[config.mk]
export PLATFORM = sky130hd
export DESIGN_NAME = cdr_bit_aligner
export DESIGN_NICKNAME = d
export VERILOG_FILES = /design/src/rtl/cdr_bit_aligner.sv
export SDC_FILE = /design/constraint.sdc
export NUM_CORES = 1
export LEC_CHECK = 0
export BUFFER_PORTS_ARGS = -buffer_cell sky130_fd_sc_hd__buf_2
export CAP_MARGIN = 20
export CORE_ASPECT_RATIO = 0.6
export CORE_MARGIN = 1
export CORE_UTILIZATION = 60
export CTS_CLUSTER_SIZE = 12
export DETAILED_ROUTE_END_ITERATION = 10
export GPL_ROUTABILITY_DRIVEN = 0
export GPL_TIMING_DRIVEN = 0
export PLACE_DENSITY = 0.8
export SYNTH_ARGS = -nofsm -noshare
export SYNTH_HDL_FRONTEND = slang
export SYNTH_SLANG_ARGS = --single-unit
[constraint.sdc]
create_clock -name clock -period 6.95 [get_ports clock]
set_input_delay 1.39 -clock clock [delete_from_list [all_inputs] [get_ports clock]]
set_output_delay 1.39 -clock clock [all_outputs]
set_load 0.01 [all_outputs]
[src/rtl/cdr_bit_aligner.sv]
// rtl/cdr_bit_aligner.sv - elastic bit buffer and SYNC hunter between the 5x CDR and the NRZI decoder
module cdr_bit_aligner #(
    parameter int          DEPTH        = 8,
    parameter logic [7:0]  SYNC_PATTERN = 8'b01010100
) (
    input  logic                     clock,
    input  logic                     reset_n,
    input  logic                     rx_enable,
    input  logic                     crd_bit,
    input  logic                     crd_add,
    input  logic                     crd_drop,
    output logic                     out_bit,
    output logic                     out_valid,
    output logic                     sync_found,
    output logic                     locked,
    output logic                     err,
    output logic [$clog2(DEPTH):0]   fill_level
);

    localparam int AW = $clog2(DEPTH);
    localparam logic [AW+1:0] C_DEPTH = (AW+2)'(DEPTH);
    localparam logic [AW+1:0] C_HALF  = (AW+2)'(DEPTH / 2);

    typedef enum logic [2:0] {
        S_IDLE,
        S_FILL,
        S_HUNT,
        S_ACTIVE,
        S_ERROR
    } state_t;

    state_t          r_state;
    state_t          w_next_state;
    logic            r_buf [DEPTH];
    logic [AW-1:0]   r_wr_ptr;
    logic [AW-1:0]   r_rd_ptr;
    logic [AW:0]     r_fill;
    // Only the last seven bits are kept; the eighth is the bit being read now.
    logic [6:0]      r_shreg;
    logic            r_out_bit;
    logic            r_out_valid;
    logic            r_sync_found;
    logic            r_err;

    logic            w_streaming;
    logic            w_reading;
    logic [1:0]      w_nwr;
    logic [AW+1:0]   w_fill_sum;
    logic [AW+1:0]   w_fill_next;
    logic            w_underflow;
    logic            w_overflow;
    logic            w_error;
    logic            w_rd_bit;
    logic [7:0]      w_shift;
    logic            w_match;
    logic            w_do_write;
    logic [AW-1:0]   w_wr_ptr_p1;

    assign w_streaming = rx_enable &&
                         (r_state == S_FILL || r_state == S_HUNT || r_state == S_ACTIVE);
    assign w_reading   = rx_enable && (r_state == S_HUNT || r_state == S_ACTIVE);

    always_comb begin
        w_nwr = 2'd0;
        if (w_streaming) begin
            if (crd_add && !crd_drop) begin
                w_nwr = 2'd2;
            end else if (crd_drop && !crd_add) begin
                w_nwr = 2'd0;
            end else begin
                w_nwr = 2'd1;
            end
        end
    end

    assign w_fill_sum  = {1'b0, r_fill} + (AW+2)'(w_nwr);
    assign w_fill_next = w_fill_sum - (AW+2)'(w_reading);
    assign w_underflow = w_reading && (w_fill_sum == '0);
    assign w_overflow  = !w_underflow && (w_fill_next > C_DEPTH);
    assign w_error     = w_streaming && (w_overflow || w_underflow);

    // An empty buffer forwards the bit being written this cycle.
    assign w_rd_bit    = (r_fill == '0) ? crd_bit : r_buf[r_rd_ptr];
    assign w_shift     = {r_shreg, w_rd_bit};
    assign w_match     = (w_shift == SYNC_PATTERN);
    assign w_do_write  = !w_error && (w_nwr != 2'd0);
    assign w_wr_ptr_p1 = r_wr_ptr + AW'(1);

    always_comb begin
        w_next_state = r_state;
        case (r_state)
            S_IDLE:   w_next_state = S_FILL;
            S_FILL: begin
                if (w_error) begin
                    w_next_state = S_ERROR;
                end else if (w_fill_next >= C_HALF) begin
                    w_next_state = S_HUNT;
                end
            end
            S_HUNT: begin
                if (w_error) begin
                    w_next_state = S_ERROR;
                end else if (w_match) begin
                    w_next_state = S_ACTIVE;
                end
            end
            S_ACTIVE: begin
                if (w_error) begin
                    w_next_state = S_ERROR;
                end
            end
            S_ERROR:  w_next_state = S_FILL;
            default:  w_next_state = S_IDLE;
        endcase
        if (!rx_enable) begin
            w_next_state = S_IDLE;
        end
    end

    always_ff @(posedge clock or negedge reset_n) begin
        if (!reset_n) begin
            r_state      <= S_IDLE;
            r_wr_ptr     <= '0;
            r_rd_ptr     <= '0;
            r_fill       <= '0;
            r_shreg      <= '0;
            r_out_bit    <= 1'b0;
            r_out_valid  <= 1'b0;
            r_sync_found <= 1'b0;
            r_err        <= 1'b0;
        end else begin
            r_state      <= w_next_state;
            r_sync_found <= 1'b0;
            r_err        <= w_error;
            if (!w_streaming || w_error) begin
                r_wr_ptr    <= '0;
                r_rd_ptr    <= '0;
                r_fill      <= '0;
                r_shreg     <= '0;
                r_out_bit   <= 1'b0;
                r_out_valid <= 1'b0;
            end else begin
                r_wr_ptr    <= r_wr_ptr + AW'(w_nwr);
                r_rd_ptr    <= r_rd_ptr + AW'(w_reading);
                r_fill      <= w_fill_next[AW:0];
                r_out_bit   <= (r_state == S_ACTIVE) ? w_rd_bit : 1'b0;
                r_out_valid <= (r_state == S_ACTIVE);
                if (r_state == S_HUNT) begin
                    r_shreg      <= w_shift[6:0];
                    r_sync_found <= w_match;
                end
            end
        end
    end

    always_ff @(posedge clock) begin
        if (w_do_write) begin
            r_buf[r_wr_ptr] <= crd_bit;
            if (w_nwr == 2'd2) begin
                r_buf[w_wr_ptr_p1] <= crd_bit;
            end
        end
    end

    assign out_bit    = r_out_bit;
    assign out_valid  = r_out_valid;
    assign sync_found = r_sync_found;
    assign locked     = (r_state == S_ACTIVE);
    assign err        = r_err;
    assign fill_level = r_fill;

endmodule

* Word-level counts from Yosys, hierarchy flattened
Memory sizes are Yosys's and may differ from the RTL's. Index checks and enable logic that the tools add are counted.
Storage, ports and cells: bits in registers 24, output and inout bits 9, memory bits (writable) 8, logic and storage cells 77, memories kept 1, bits of input ports 6
Operators by class: $add $sub $neg 5, muxes and demuxes 26, reduce and logical (&&, ||, !) cells 25, equal/unequal tests 9, $lt $le $gt $ge 2
Memory list:
- r_buf | depth 8, width 1, rd ports 1, clocked after Yosys merged registers in 0, write ports 2, RTL line 34 | logic r_buf [DEPTH];
Operators with widths (number):
- two-way mux 3 bit | 8
- two-way mux 7 bit | 2
- two-way mux 1 bit | 12
- case mux 3 bit (4 select lines) | 1
- equality test 8 x 7 -> 1 bit, second input constant | 1
- logical AND 1 bit | 8
- equality test 3 x 2 -> 1 bit, second input constant | 2
- adder 4 x 2 -> 5 bit | 1
- greater-or-equal comparator 5 x 3 -> 1 bit, second input constant | 1
- greater-than comparator 5 x 4 -> 1 bit, second input constant | 1
- zero test 1 bit | 5
- zero test 5 bit | 1
- logical OR 1 bit | 5
- subtractor 5 x 1 -> 5 bit | 1
- zero test 4 bit | 1
- two-way mux 2 bit | 2
- two-way mux 4 bit | 1
- inequality test 4 x 3 -> 1 bit, second input constant | 1
- inequality test 4 bit, second input constant | 1
- nonzero test 2 bit | 2
- adder 3 x 1 -> 3 bit | 1
- adder 3 x 1 -> 3 bit, second input constant | 1
- adder 3 x 2 -> 3 bit | 1
- equality test 3 x 1 -> 1 bit, second input constant | 1
- other kinds (6) | 6

* Longest topological paths before layout
Gate-level depths: netlist of run 1.
depth in word-level cells 16, mapped depth 14, mapped depth without buffers 13

* Least setup slack after synthesis of run 1
OpenSTA, ideal clock, no wires.
path type input to register, start input port rx_enable, end memory r_buf[6] (enable), setup slack 2.553 ns, library setup time 0.307 ns, required time 6.643 ns, stages on the path 12, arrival 4.090 ns, path buffers 1, cells stage by stage nor2b_1 > o21a_1 > and2_1 > ha_1 > fa_1 > nand3b_1 > and3_1 > or3b_1 > a31oi_4 > buf_2 > nand4_1 > o22ai_1
RTL lines:
- start: declaration | RTL line 8 | input logic rx_enable,
- end: declaration | RTL line 34

==> metrics.log, run 1 <==
[metrics] result of the run: completed
[metrics] total power: 0.593 mW
[metrics] setup clock skew after layout: 4.12 ps
[metrics] Worst slew margin: 63.8%
[metrics] TritonCTS clock tree: built
[metrics] Cell Rows: 15
[metrics] Cell Area, Synth: 1860 µm²
[metrics] most used flip-flop cell after synthesis: dfrtp_1
[metrics] floorplan die height: 45.2 µm
[metrics] setup slack of the critical path after layout: 2080 ps
[metrics] share of the clock period used by the worst path: 70.0%
[metrics] input/output buffers: 14
[metrics] buffers from clock root to sink, at most: 2
[metrics] final count of negative-setup-slack endpoints: 0
[metrics] average footprint of a synthesized cell: 10.6 µm²
[metrics] leakage: 0.935 nW
[metrics] fraction of layout instances using a drive strength above 1: 13.6%
[metrics] Synth Instances: 176
[metrics] delay of the slowest critical-path stage: 540 ps
[metrics] start-to-end type of the worst setup path: primary input to register
[metrics] final wirelength: 3890 µm
[metrics] startpoint of the worst hold path: r_shreg[6]
[metrics] launch point of the worst reg-to-reg path: r_state[0]
[metrics] net count reported at finish: 214
[metrics] number of buffers added by the clock tree synthesis step: 5
[metrics] Worst Setup End Kind: register
[metrics] first-pass iteration count of the detailed router: 4
[metrics] Sw Ratio: 37.1%
[metrics] Hold WS: 529 ps
[metrics] sort of element at the start of the critical path: primary input
[metrics] net switching power: 0.220 mW
[metrics] Internal Power: 0.373 mW
[metrics] sequential cell area fraction in the yosys report: 45.2%
[metrics] initial antenna violation count: 0
[metrics] time the final worst path needs with I/O delays and setup: 4870 ps
[metrics] number of enable-type register cells in the synthesized netlist: 8
[metrics] count of cells resized by post-cts repair: 0
[metrics] Overflow after GRT: 0
[metrics] Final Slew Violations: 0
[metrics] Fin. Hold Viols: 0
[metrics] clock transition at the registers of the reported paths: 60 ps
[metrics] top cell type's share of synthesized area: 32.3%
[metrics] Comb pwr share: 37.4%
[metrics] Worst VDD drop: 0.000139 V
[metrics] number of antenna repair diodes: 0
[metrics] Worst Hold Class: register to register
[metrics] end point of the most critical hold path: r_shreg[6]
[metrics] nets in the synthesized netlist: 193
[metrics] ratio of total power to cell area: 286 nW/µm²
[metrics] worst-path maximum fanout: 10
[metrics] share of flip-flops with an asynchronous set or reset after synthesis: 75.0%
[metrics] starting density of the core: 64.0%
[metrics] area overhead of the layout relative to synthesis: 11.4%
[metrics] Clock Sink Count: 32
[metrics] Die Outline Area: 3340 µm²
[metrics] Die W: 73.9 µm
[metrics] highest clock frequency the design can meet: 205 MHz
[metrics] residual DRC count: 0
[metrics] Placeable Area: 2910 µm²
[metrics] Register-to-Register Path Depth: 13
[metrics] top cell type by total area after synthesis: dfrtp_1
[metrics] arrival time reported for the critical path endpoint: 4850 ps
[metrics] number of buffers inserted by hold repair at cts: 0
[metrics] library cell with the highest instance count after synthesis: dfrtp_1
[metrics] number of cells on the worst hold path: 2
[metrics] top post-synthesis cells by count: dfrtp_1 (24), nor2_1 (20), nand2_1 (13), inv_1 (11), mux2i_1 (10)
[metrics] slew at the pin closest to its max-slew limit: 543 ps
[metrics] drt via density: 5.90
[metrics] critical path data required time: 6930 ps
[metrics] count of nets left with antenna violations after detail routing: 0
[metrics] wire length per cell after detailed routing: 16.2 µm
[metrics] global routing usage summed across all routing layers: 27.6%
[metrics] utilization after layout: 71.3%
[metrics] Slowest cell on crit path: fa_1
[metrics] portion of total power attributed to sequential cells: 38.0%
[metrics] pre-CTS setup slack: 1880 ps
[metrics] Clock H-tree levels: 2
[metrics] number of design-rule violations left by the first detailed-router iteration: 131
[metrics] number of setup buffers added after CTS: 0
[metrics] MaxCap Viol Count: 0
[metrics] number of top-level design ports: 15
[metrics] Synth warnings: 0
[metrics] slack of the worst reg-to-reg path: 2880 ps
[metrics] global-route wire length before repair: 6430 µm
[metrics] maximum number of pins on one net before global-route repair: 25
[metrics] largest cells by area after synthesis: dfrtp_1 (32%), edfxtp_1 (13%), ha_1 (6.0%)
[metrics] unrepaired setup endpoints after global routing: no
[metrics] number of different library cells in the post-synthesis netlist: 44
[metrics] worst reg2reg path endpoint: r_buf[0]
[metrics] vias in the first global route: 1,369
[metrics] critical path, cell by cell: buf_2 > nor2b_1 > o21a_1 > and2_1 > ha_1 > fa_1 > inv_1 > ha_1 > xor2_1 > xnor2_1 > nand3_1 > a31oi_4 > buf_2 > nand4_1 > o22ai_1
[metrics] DR vias: 1,416
[metrics] clock latency at the later pin of the worst-skew pair: 290 ps
[metrics] number of storage elements in the synthesis netlist: 32
[metrics] clock tree root buffer cell: clkbuf_8
[metrics] Clk pwr share: 24.7%
[metrics] HPWL after detailed placement: 2850 µm
[metrics] sum of negative setup slack: 0 ps
[state kept, by name, summed over array words and instances (netlist names)]
name and flops:
sync_found 1, r_state 3, r_buf 8, out_bit 1
r_rd_ptr 3, err 1, r_wr_ptr 3, fill_level 4
out_valid 1, r_shreg 7
[area by class of cell]
type                            count  area, µm²
Buffer                              7       30.0
Sequential cell                    32        841
Timing Repair Buffer               14       70.1
Fill cell                         213        835
Multi-Input combinational cell    126        950
Clock buffer                        8       90.1
Tap cell                           42       52.6
Inverter                           11       41.3
[per-stage QoR]
step / instance area [µm²] / cells
finish: 2070 / 240
global route: 2070 / 240
CTS: 2070 / 240
detailed placement: 1980 / 232
global placement: 1980 / 232
floorplan: 1860 / 176
[power groups by stage]
stage | sequential (mW) | clock, mW | combinational, mW
2_1_floorplan | 0.226 | 0 | 0.161
3_3_place_gp | 0.227 | 0 | 0.209
3_5_place_dp | 0.228 | 0 | 0.217
4_1_cts | 0.225 | 0.149 | 0.219
5_1_grt | 0.227 | 0.157 | 0.242
6_report | 0.225 | 0.146 | 0.222
[worst max-delay path by stage]
stage               endpoint  cells past startpoint  slack (ps)       from
floorplan           r_buf[6]                     12        2550  rx_enable
global placement    r_buf[1]                     15        2010  rx_enable
detailed placement  r_buf[0]                     15        1880  rx_enable
CTS                 r_buf[0]                     15        2160  rx_enable
global route        r_buf[4]                     15        1890  rx_enable
finish              r_buf[0]                     15        2080  rx_enable
[metal layers]
layer  routed length (µm)  vias up  global-route usage (%)
li1                     -      676                       -
met1                 1730      681                    36.5
met2                 1830       52                    42.7
met3                  255        7                    6.92
met4                   67        0                    14.2
met5                    0        -                       0
[cells in the final DEF (no fill, tap or decap), types with 4 or more instances in the layout]
master | Yosys | layout
edfxtp_1 | 8 | 8
and3_1 | 7 | 7
buf_2 | 3 | 17
mux2i_1 | 10 | 10
nand3_1 | 6 | 6
dfrtp_1 | 24 | 24
clkbuf_1 | 2 | 4
nand4_1 | 4 | 4
nand2_1 | 13 | 13
nor2b_1 | 7 | 7
inv_1 | 11 | 11
nor3_1 | 4 | 4
o22ai_1 | 7 | 7
xor2_1 | 4 | 4
ha_1 | 9 | 9
nor2_1 | 20 | 20
clkbuf_8 | 0 | 6
[logic make-up after synthesis]
family	Yosys count	synth area share, %
AO/OA/AOI/OAI	20	8.47
XOR/XNOR	6	2.82
adder cells (fa/ha/maj)	11	8.20
buffers and inverters	18	3.83
flip-flops	32	45.2
multiplexers	12	8.20
AND/OR/NAND/NOR	77	23.3
[critical path, delay by kind of cell]
kind                       cells  cell delay, ps
adders and majority gates      3            1010
and+or+nand+nor                4             730
AOI/OAI and AO/OA              3             720
xor gates and xnor gates       2             520
buffers and inverters          3             460
Note: power is estimated with default switching activity, not from simulation.
==> run 2, diff against run 1 <==
--- a/config.mk
+++ b/config.mk
@@ -9,12 +9,12 @@
 export CAP_MARGIN = 20
 export CORE_ASPECT_RATIO = 0.6
 export CORE_MARGIN = 1
-export CORE_UTILIZATION = 60
+export CORE_UTILIZATION = 53
 export CTS_CLUSTER_SIZE = 12
 export DETAILED_ROUTE_END_ITERATION = 10
 export GPL_ROUTABILITY_DRIVEN = 0
 export GPL_TIMING_DRIVEN = 0
-export PLACE_DENSITY = 0.8
+export PLACE_DENSITY = 0.75
 export SYNTH_ARGS = -nofsm -noshare
 export SYNTH_HDL_FRONTEND = slang
 export SYNTH_SLANG_ARGS = --single-unit
==> constraint.sdc (replaced) <==
create_clock -name clock -period 4.1 [get_ports clock]
set_input_delay 0.82 -clock clock [delete_from_list [all_inputs] [get_ports clock]]
set_output_delay 0.82 -clock clock [all_outputs]
set_load 0.01 [all_outputs]
==> run 2 against run 1 <==
Against the previous run: utilization down 6.5 points; clock skew up 6.5 ps; non-clock buffer count up 2; cell area up 3.3%; routed wire length down 1.6%; count of clock-buffer cells in the layout down 2; first-iteration DRC count down 29%; via count down 0.92%; power up 81%; combinational power up 78%; largest cell class unchanged.
==> metrics.log, run 2 (same netlist as run 1, synthesis figures left out) <==
[metrics] input/output buffers: 14
[metrics] most common cell after layout, fill and taps aside: dfrtp_1
[metrics] time the final worst path needs with I/O delays and setup: 3880 ps
[metrics] Worst Setup End Kind: register
[metrics] clock tree root buffer cell: clkbuf_8
[metrics] fraction of layout instances using a drive strength above 1: 17.4%
[metrics] max reg flops: 8
[metrics] arrival time reported for the critical path endpoint: 3860 ps
[metrics] residual DRC count: 0
[metrics] count of nets left with antenna violations after detail routing: 0
[metrics] sort of element at the start of the critical path: primary input
[metrics] DR vias: 1,403
[metrics] highest clock frequency the design can meet: 257 MHz
[metrics] slack of the worst reg-to-reg path: 420 ps
[metrics] clock latency at the later pin of the worst-skew pair: 280 ps
[metrics] number of top-level design ports: 15
[metrics] MaxCap Viol Count: 0
[metrics] wire length per cell after detailed routing: 15.6 µm
[metrics] number of antenna repair diodes: 0
[metrics] worst-path maximum fanout: 10
[metrics] pre-CTS setup slack: -318 ps
[metrics] number of design-rule violations left by the first detailed-router iteration: 93
[metrics] global routing usage summed across all routing layers: 22.6%
[metrics] number of gates on the worst path with buffers counted: 15
[metrics] Worst VDD drop: 0.000307 V
[metrics] initial antenna violation count: 0
[metrics] utilization after layout: 64.8%
[metrics] Overflow after GRT: 0
[metrics] global-route wire length before repair: 6270 µm
[metrics] clock transition at the registers of the reported paths: 70 ps
[metrics] Clock Sink Count: 32
[metrics] delay of the slowest critical-path stage: 560 ps
[metrics] final wirelength: 3830 µm
[metrics] area overhead of the layout relative to synthesis: 15.1%
[metrics] net count reported at finish: 217
[metrics] maximum number of pins on one net before global-route repair: 25
[metrics] Worst Hold Class: primary input to asynchronous set/reset pin
[metrics] leading cell types in the layout, fill and taps excluded: dfrtp_1 (24), nor2_1 (20), buf_2 (16)
[metrics] sum of negative setup slack: 0 ps
[metrics] total power: 1.07 mW
[metrics] Cell Rows: 16
[metrics] Worst slew margin: 63.7%
[metrics] leakage: 0.959 nW
[metrics] setup clock skew after layout: 10.6 ps
[metrics] Most flops, register: r_buf
[metrics] floorplan die height: 47.9 µm
[metrics] critical path, cell by cell: buf_2 > nor2b_2 > o21a_2 > and2_1 > ha_1 > fa_1 > inv_1 > ha_2 > xor2_2 > xnor2_2 > nand3_1 > a31oi_4 > buf_4 > nand4_1 > o22ai_1
[metrics] slew at the pin closest to its max-slew limit: 545 ps
[metrics] Clock H-tree levels: 2
[metrics] buffers from clock root to sink, at most: 2
[metrics] Slowest cell on crit path: fa_1
[metrics] unrepaired setup endpoints after global routing: no
[metrics] launch point of the worst reg-to-reg path: r_state[0]
[metrics] Die W: 78.5 µm
[metrics] Register-to-Register Path Depth: 13
[metrics] drt via density: 5.70
[metrics] ratio of total power to cell area: 502 nW/µm²
[metrics] share of the clock period used by the worst path: 94.7%
[metrics] TritonCTS clock tree: built
[metrics] Placeable Area: 3300 µm²
[metrics] worst reg2reg path endpoint: r_buf[6]
[metrics] vias in the first global route: 1,320
[metrics] Die Outline Area: 3760 µm²
[metrics] CP Buf/Inv Count: 3
[metrics] cell family with the largest share of critical-path delay: adder cells
[metrics] start-to-end type of the worst setup path: primary input to register
[metrics] setup slack of the critical path after layout: 216 ps
[metrics] final count of negative-setup-slack endpoints: 0
[metrics] Final Slew Violations: 0
[metrics] number of buffers inserted by hold repair at cts: 0
[metrics] result of the run: completed
[metrics] number of buffers added by the clock tree synthesis step: 5
[metrics] first-pass iteration count of the detailed router: 4
[metrics] HPWL after detailed placement: 2840 µm
[metrics] Fin. Hold Viols: 0
[metrics] critical path data required time: 4080 ps
[metrics] starting density of the core: 56.4%
## run 2: cell count changes in the layout (fill, tap and decap cells not counted), sizes merged
cell / delta
o21a: +1
buf: +2
clkbuf: -2
bufinv: +1
clkinv: +1
## run 2: metrics by stage
step,cell area [µm²],hold slack [ps],cells
after floorplan,1860,487,176
after global placement,1990,509,235
after detailed placement,1990,528,235
after CTS,2100,538,243
after global routing,2140,558,246
final,2140,517,246
## run 2: how the worst max path moves through the flow
stage                    from       end  slack (ps)
floorplan           rx_enable  r_buf[6]         270
global placement    rx_enable  r_buf[6]        -270
detailed placement  rx_enable  r_buf[6]        -320
CTS                 rx_enable  r_buf[6]          70
finish              rx_enable  r_buf[6]         220
global route        rx_enable  r_buf[6]           3
## run 2: report_power, final
group,internal (mW),switching (mW)
registers,0.351,0.0355
logic,0.167,0.228
clock network,0.180,0.113
total,0.698,0.377
## run 2: cell type report
class,count,area [µm²]
inverters,11,41.3
clock buffers,6,72.6
multi-input cells,127,978
clock inverters,2,35.0
repair buffers,16,85.1
well taps,45,56.3
fillers,287,1160
flip-flops and latches,32,841
plain buffers,7,32.5
## run 2: timing repair
action / in CTS / in global routing
buffers inserted: 0 / 2
endpoints found under the setup margin: 1 / 8
pin swaps: 0 / 1
gates resized for setup: 2 / 5
gates cloned: 0 / 1
## run 2: routing by layer
metal,global-route usage [%],share of wire [%],vias up
met1,30.6,48,679
met5,0,0,-
met3,5.90,5.3,4
li1,-,-,687
met2,38.1,46,33
met4,4.44,0.71,0
==> run 3, diff against run 2 <==
--- a/config.mk
+++ b/config.mk
@@ -9,12 +9,12 @@
 export CAP_MARGIN = 20
 export CORE_ASPECT_RATIO = 0.6
 export CORE_MARGIN = 1
-export CORE_UTILIZATION = 53
+export CORE_UTILIZATION = 50
 export CTS_CLUSTER_SIZE = 12
 export DETAILED_ROUTE_END_ITERATION = 10
 export GPL_ROUTABILITY_DRIVEN = 0
 export GPL_TIMING_DRIVEN = 0
-export PLACE_DENSITY = 0.75
+export PLACE_DENSITY = 0.71
 export SYNTH_ARGS = -nofsm -noshare
 export SYNTH_HDL_FRONTEND = slang
 export SYNTH_SLANG_ARGS = --single-unit
==> run 3 against run 2 <==
Against the previous run: combinational power grew 7.1%; highest routed layer unchanged; critical endpoint is now r_buf[1]; utilization shrank 1.8 points; setup slack lost 30 ps; critical path depth is the same.
==> metrics.log, run 3 (same netlist as run 1, synthesis figures left out) <==
[metrics] result of the run: completed
[metrics] arrival time reported for the critical path endpoint: 3890 ps
[metrics] floorplan die height: 49.3 µm
[metrics] DR vias: 1,421
[metrics] Final Slew Violations: 0
[metrics] leading cell types in the layout, fill and taps excluded: dfrtp_1 (24), nor2_1 (20), buf_2 (16)
[metrics] residual DRC count: 0
[metrics] first-pass iteration count of the detailed router: 4
[metrics] fraction of layout instances using a drive strength above 1: 19.1%
[metrics] wire length per cell after detailed routing: 15.0 µm
[metrics] highest clock frequency the design can meet: 256 MHz
[metrics] input/output buffers: 14
[metrics] leakage: 0.972 nW
[metrics] maximum number of pins on one net before global-route repair: 25
[metrics] initial antenna violation count: 0
[metrics] final wirelength: 3740 µm
[metrics] TritonCTS clock tree: built
[metrics] number of buffers inserted by hold repair at cts: 0
[metrics] max reg flops: 8
[metrics] share of the clock period used by the worst path: 95.4%
[metrics] Clock Sink Count: 32
[metrics] number of buffers added by the clock tree synthesis step: 5
[metrics] most common cell after layout, fill and taps aside: dfrtp_1
[metrics] MaxCap Viol Count: 0
[metrics] Clock H-tree levels: 2
[metrics] Die Outline Area: 3980 µm²
[metrics] area overhead of the layout relative to synthesis: 15.3%
[metrics] Worst Setup End Kind: register
[metrics] start-to-end type of the worst setup path: primary input to register
[metrics] Worst Hold Class: primary input to asynchronous set/reset pin
[metrics] starting density of the core: 54.7%
[metrics] number of top-level design ports: 15
[metrics] critical path data required time: 4070 ps
[metrics] Worst slew margin: 63.9%
[metrics] pre-CTS setup slack: -364 ps
[metrics] Die W: 80.8 µm
[metrics] drt via density: 5.71
[metrics] count of nets left with antenna violations after detail routing: 0
[metrics] net count reported at finish: 220
[metrics] time the final worst path needs with I/O delays and setup: 3910 ps
[metrics] Hold WS: 511 ps
[metrics] Cell Rows: 16
[metrics] global-route wire length before repair: 6110 µm
[metrics] ratio of total power to cell area: 490 nW/µm²
[metrics] vias in the first global route: 1,351
[metrics] final count of negative-setup-slack endpoints: 0
[metrics] buffers from clock root to sink, at most: 2
[metrics] clock tree root buffer cell: clkbuf_8
[metrics] slew at the pin closest to its max-slew limit: 541 ps
[metrics] clock transition at the registers of the reported paths: 70 ps
[metrics] Worst VDD drop: 0.000232 V
[metrics] setup clock skew after layout: 9.64 ps
[metrics] worst-path maximum fanout: 10
[metrics] number of antenna repair diodes: 0
[metrics] HPWL after detailed placement: 2760 µm
[metrics] sum of negative setup slack: 0 ps
[metrics] number of design-rule violations left by the first detailed-router iteration: 85
[metrics] Fin. Hold Viols: 0
[metrics] Placeable Area: 3400 µm²
[metrics] global routing usage summed across all routing layers: 21.0%
[metrics] setup slack of the critical path after layout: 187 ps
[metrics] clock latency at the later pin of the worst-skew pair: 280 ps
[metrics] Overflow after GRT: 0
[metrics] sort of element at the start of the critical path: primary input
[metrics] total power: 1.05 mW
[metrics] Most flops, register: r_buf
run 3: cell types whose count changed in the layout (fill, tap and decap cells not counted):
| cell | before | now |
|---|---|---|
| o21a_1 | 1 | 0 |
| nor2b_1 | 6 | 7 |
| clkbuf_1 | 3 | 2 |
| nor2b_2 | 1 | 0 |
| bufinv_16 | 1 | 0 |
| clkinv_2 | 1 | 2 |
| clkbuf_8 | 5 | 6 |
| buf_4 | 3 | 7 |
run 3: layer usage:
layer	track usage (%)	vias up	share of wire (%)
li1	-	686	-
met1	27.6	688	48
met2	32.6	38	44
met3	5.98	9	5.4
met4	8.33	0	2.1
met5	0	-	0
run 3: final timing paths:
kind / startpoint / end / slack, ps / cells after the start
setup / recovery: rx_enable / r_buf[1] / 190 / 15
setup reg to reg: r_state[0] / r_buf[1] / 390 / 13
max in group asynchronous: reset_n / r_wr_ptr[2] / 3220 / 1
hold / removal: reset_n / r_state[0] / 510 / 1
min in group clock: r_shreg[6] / r_shreg[6] / 530 / 2
hold reg to reg: r_shreg[6] / r_shreg[6] / 530 / 2
run 3: timing repair:
action	in CTS	in global routing
endpoints found under the setup margin	8	8
pin swaps	0	1
resized for setup	2	4
endpoints found under the hold margin	0	0
buffers inserted	0	6
run 3: worst max-delay path, stage by stage:
cell and delay [ps]:
buf_2 110, nor2b_1 180, o21a_2 230, and2_1 170, ha_1 190, fa_1 470, inv_1 90, ha_2 230
xor2_2 200, xnor2_2 170, nand3_1 180, a31oi_4 260, buf_4 210, nand4_1 130, o22ai_1 210
run 3: metrics by stage:
| stage | cell area, µm² | std cells | util (%) |
|---|---|---|---|
| after floorplan | 1860 | 176 | - |
| after global placement | 1990 | 235 | 58.4 |
| after detailed placement | 1990 | 235 | 58.4 |
| after CTS | 2090 | 243 | 61.4 |
| after global routing | 2150 | 249 | 63.1 |
| final | 2150 | 249 | 63.1 |
run 3: cell type report:
cell class,count,area [µm²]
Buffer,7,32.5
Clock buffer,6,82.6
Clock inverter,2,10.0
Fill cell,272,1260
Inverter,11,41.3
Multi-Input combinational cell,126,968
Sequential cell,32,841
Tap cell,45,56.3
Timing Repair Buffer,20,115
run 3: power by group:
group	leakage (nW)	internal [mW]	switching (mW)
combinational	0.516	0.184	0.239
clock	0.0510	0.134	0.112
sequential	0.405	0.351	0.0320
total	0.972	0.669	0.382
